==> src/rtl/unos_broja.sv <==
// PS/2 scan-code front end that collects up to two decimal digit make codes and
// latches them as a tens/units pair on Enter. Optional macro: UNOS_BACKSPACE_EN (Backspace/Esc editing).
module unos_broja (
    input  logic       clk,
    input  logic       reset,
    input  logic [7:0] scan_code,
    input  logic       scan_done_tick,
    output logic [7:0] key_code_1,
    output logic [7:0] key_code_2,
    output logic       broj_spreman,
    output logic [1:0] broj_cifara
);

    localparam logic [7:0] CODE_ZERO  = 8'h45;
    localparam logic [7:0] CODE_BREAK = 8'hF0;
    localparam logic [7:0] CODE_EXT   = 8'hE0;
    localparam logic [7:0] CODE_ENTER = 8'h5A;
    localparam logic [7:0] CODE_BKSP  = 8'h66;
    localparam logic [7:0] CODE_ESC   = 8'h76;

    // Make codes for keys 0..9, key 0 in the lowest byte.
    localparam logic [79:0] DIGIT_CODES = {
        8'h46, 8'h3E, 8'h3D, 8'h36, 8'h2E, 8'h25, 8'h26, 8'h1E, 8'h16, 8'h45
    };

    typedef enum logic [1:0] {
        CEKA      = 2'd0,
        BREAK     = 2'd1,
        EXT       = 2'd2,
        EXT_BREAK = 2'd3
    } state_t;

    state_t     state_reg;
    logic [1:0] cnt_reg;
    logic [7:0] slot_reg [2];
    logic [7:0] kc1_reg;
    logic [7:0] kc2_reg;
    logic       ready_reg;

    logic [9:0] digit_hit;
    logic       is_digit;
    logic       key_event;
    logic       do_enter;
    logic       do_digit;
    logic       do_back;
    logic       do_esc;

    generate
        for (genvar gi = 0; gi < 10; gi++) begin : g_digit
            assign digit_hit[gi] = (scan_code == DIGIT_CODES[gi*8 +: 8]);
        end
    endgenerate

    assign is_digit = |digit_hit;

    // A plain key byte is any byte seen in CEKA that is not a prefix.
    assign key_event = scan_done_tick && (state_reg == CEKA)
                       && (scan_code != CODE_BREAK) && (scan_code != CODE_EXT);

    assign do_enter = scan_done_tick && (scan_code == CODE_ENTER)
                      && ((state_reg == CEKA) || (state_reg == EXT));
    assign do_digit = key_event && is_digit && (cnt_reg < 2'd2);

`ifdef UNOS_BACKSPACE_EN
    assign do_back = key_event && (scan_code == CODE_BKSP) && (cnt_reg != 2'd0);
    assign do_esc  = key_event && (scan_code == CODE_ESC);
`else
    assign do_back = 1'b0;
    assign do_esc  = 1'b0;
    logic unused_edit_codes;
    assign unused_edit_codes = ^{CODE_BKSP, CODE_ESC};
`endif

    always_ff @(posedge clk) begin
        if (reset) begin
            state_reg   <= CEKA;
            cnt_reg     <= 2'd0;
            slot_reg[0] <= CODE_ZERO;
            slot_reg[1] <= CODE_ZERO;
            kc1_reg     <= CODE_ZERO;
            kc2_reg     <= CODE_ZERO;
            ready_reg   <= 1'b0;
        end else begin
            ready_reg <= do_enter;

            if (scan_done_tick) begin
                case (state_reg)
                    CEKA: begin
                        if (scan_code == CODE_BREAK)
                            state_reg <= BREAK;
                        else if (scan_code == CODE_EXT)
                            state_reg <= EXT;
                        else
                            state_reg <= CEKA;
                    end
                    EXT: begin
                        if (scan_code == CODE_BREAK)
                            state_reg <= EXT_BREAK;
                        else
                            state_reg <= CEKA;
                    end
                    default: state_reg <= CEKA;
                endcase
            end

            // Missing leading digits are padded with the make code of key 0.
            if (do_enter) begin
                cnt_reg <= 2'd0;
                case (cnt_reg)
                    2'd0: begin
                        kc1_reg <= CODE_ZERO;
                        kc2_reg <= CODE_ZERO;
                    end
                    2'd1: begin
                        kc1_reg <= CODE_ZERO;
                        kc2_reg <= slot_reg[0];
                    end
                    default: begin
                        kc1_reg <= slot_reg[0];
                        kc2_reg <= slot_reg[1];
                    end
                endcase
            end else if (do_digit) begin
                slot_reg[cnt_reg[0]] <= scan_code;
                cnt_reg              <= cnt_reg + 2'd1;
            end else if (do_back) begin
                cnt_reg <= cnt_reg - 2'd1;
            end else if (do_esc) begin
                cnt_reg <= 2'd0;
            end
        end
    end

    assign key_code_1   = kc1_reg;
    assign key_code_2   = kc2_reg;
    assign broj_spreman = ready_reg;
    assign broj_cifara  = cnt_reg;

endmodule
==> config.mk <==
export PLATFORM = sky130hd
export DESIGN_NAME = unos_broja
export DESIGN_NICKNAME = d
export VERILOG_FILES = /design/src/rtl/unos_broja.sv
export SDC_FILE = /design/constraint.sdc
export NUM_CORES = 1
export LEC_CHECK = 0
export ABC_CLOCK_PERIOD_IN_PS = 2290
export BUFFER_PORTS_ARGS = -buffer_cell sky130_fd_sc_hd__buf_4
export CORE_ASPECT_RATIO = 0.75
export CORE_MARGIN = 3
export CORE_UTILIZATION = 48
export CTS_CLUSTER_DIAMETER = 40
export DETAILED_ROUTE_END_ITERATION = 16
export PLACE_DENSITY = 0.76
export SLEW_MARGIN = 20
export SYNTH_ARGS = -nofsm -noshare
export SYNTH_HDL_FRONTEND = slang
export SYNTH_SLANG_ARGS = --single-unit
==> constraint.sdc <==
create_clock -name clk -period 2.29 [get_ports clk]
set_input_delay 0.229 -clock clk [delete_from_list [all_inputs] [get_ports clk]]
set_output_delay 0.229 -clock clk [all_outputs]
set_load 0.02 [all_outputs]
==> results_dict.tcl <==
set metrics [dict create \
    cts_setup_buffers 0 \
    final_core_util_pct 67.7 \
    largest_reg_flops 16 \
    layout_setup_ws_ns 0.201 \
    portBuffers 29 \
    grt_pass1_wl_um 5520 \
    cts_hold_buffers 0 \
    yosys_most_used_dff "dfxtp_1" \
    num_rows 16 \
    wl_per_cell_um 16.3 \
    setup-violations-final 0 \
    cts_tree "done" \
    final_max_slew_viol_count 0 \
    cts_root_buf "clkbuf_8" \
    finalNetCount 187 \
    crit_fanout 12 \
    drt_first_pass_iters 4 \
    drive_gt1_share_pct 28.0 \
    rsz0062_at_grt "false" \
    insertion_delay_ns 0.28 \
    final_common_cell "buf_4" \
    critPathArrivalTime_ns 2.13 \
    yosys_warnings 0 \
    final_cell_mix "buf_4, dfxtp_1, edfxtp_1" \
    coreArea_um2 2800 \
    netlist_instances 134 \
    fmax_mhz 479 \
    status "completed" \
    syn-cell-area_um2 1520 \
    ys_seq_elements 37 \
    hpwl_um 2560 \
    avgSynthCellArea_um2 11.3 \
    grt_max_degree 16 \
    cts-resized-gates 0 \
    p_per_area_nw_per_um2 634 \
    period_needed_ns 2.09 \
    die_h_um 54.7 \
    ant_nets 0 \
    async_reset_ff_share_pct 0 \
    gr-total-overflow 0 \
    drt_iter0_markers 67 \
    maxCapViolCount 0 \
    ys_types 37 \
    hold_viol 0 \
    cts_buffers 5 \
    min_period_over_period_pct 91.2 \
    clkTransAtPathRegs_ns 0.07 \
    crit_slowest_cell "or3b_2" \
    crit_path_end_kind "flop" \
    min_path_type "input port to flop" \
    cts_max_path_buffers 2 \
    grt_usage_pct 19.3 \
    power.leakage_nw 0.776 \
    cp_slowest_stage_delay_ns 0.51 \
    synth_edf_count 16 \
    areaGrowthSynthToFinish_pct 25.3 \
    place_congestion 0.863 \
    cp-start-kind "flop" \
    fin_skew_ns 0.00354 \
    cts.sinks 37 \
    vias 1176 \
    start_util_pct 54.1 \
    ir_drop_v 0.000432 \
    crit_chain "or3b_2 > o31a_2 > nand2_1 > o21ai_0 > buf_4" \
    fp.dieW_um 70.9 \
    viasPerCell 5.57 \
    ios 30 \
    pre_cts_slack_ns 0.238 \
    grt_antenna_before_repair 0 \
    grt_pass1_vias 1099 \
    drcViolationCount 0 \
    dieArea_um2 3870 \
    ys_seq_area_share_pct 59.5 \
    wl_um 3430 \
    critical_path_class "flop to flop" \
    antenna_cells 0 \
    crit_required_ns 2.33 \
    htreeDepth 2 \
]
## cells in the mapped netlist, types with 2 or more instances
cell type  instances  area, um2
ha_1               2       25.0
or3_1              3       18.8
nor3_1             8       40.0
and3_1             6       37.5
nor2_1             8       30.0
o21ai_0            3       15.0
inv_1             10       37.5
clkbuf_1           3       11.3
or4_1              2       15.0
a221o_1            5       50.1
dfxtp_1           21        420
mux2i_1            4       40.0
a32o_1             2       20.0
conb_1             2       7.51
nand2_1            6       22.5
or3_2              2       15.0
a21oi_1           10       50.1
a22o_1             3       26.3
edfxtp_1          16        480
## worst max-delay path, delay by kind of cell (launching register included)
kind	cells	cell delay, ns
buffers and inverters	1	0.18
flip-flops	1	0.33
AND/OR/NAND/NOR	2	0.75
AO/OA/AOI/OAI	2	0.58
## stage by stage
step	hold WS (ns)	setup TNS, ns	instances	power [mW]	area, um2
after floorplan	0.298	-1.83	136	0.748	1520
after global placement	0.416	0	203	0.781	1820
after detailed placement	0.422	0	203	0.784	1820
after CTS	0.122	0	211	1.20	1900
after global routing	0.122	0	211	1.25	1900
final	0.123	0	211	1.20	1900
## kinds of logic after synthesis
group,share of synthesized area [%]
buffers and inverters,3.47
and+or+nand+nor,16.9
other,0.496
AOI/OAI and AO/OA,15.4
adders and majority gates,1.65
DFF,59.5
muxes,2.64
## layer usage
layer | GRT usage, % | up-vias | wire length, um
met2 | 30.2 | 46 | 1490
met1 | 26.6 | 551 | 1670
met3 | 5.87 | 2 | 257
met4 | 4.69 | 0 | 10
li1 | - | 577 | -
met5 | 0 | - | 0
## final cells by class
cell class | instances | area, um2
Clock buffer | 6 | 72.6
Clock inverter | 2 | 10.0
Fill cell | 215 | 905
Inverter | 10 | 37.5
Multi-Input combinational cell | 85 | 569
Sequential cell | 37 | 901
Tap cell | 36 | 45.0
Timing Repair Buffer | 35 | 263
## final timing paths
path / startpoint / to / slack [ns] / cells after the start
hold / removal: reset / state_reg[1] / 0.12 / 2
setup reg to reg: state_reg[0] / slot_reg[0][6] / 0.20 / 5
setup / recovery: state_reg[0] / slot_reg[0][6] / 0.20 / 5
hold reg to reg: slot_reg[1][1] / key_code_2[1] / 0.47 / 1
## where the power goes
group	switching (mW)	total, mW	leakage (nW)	internal (mW)
clock	0.222	0.433	0.0450	0.211
sequential	0.00612	0.704	0.319	0.698
combinational	0.0401	0.0673	0.412	0.0272
Power figures use the tool's default switching activity.
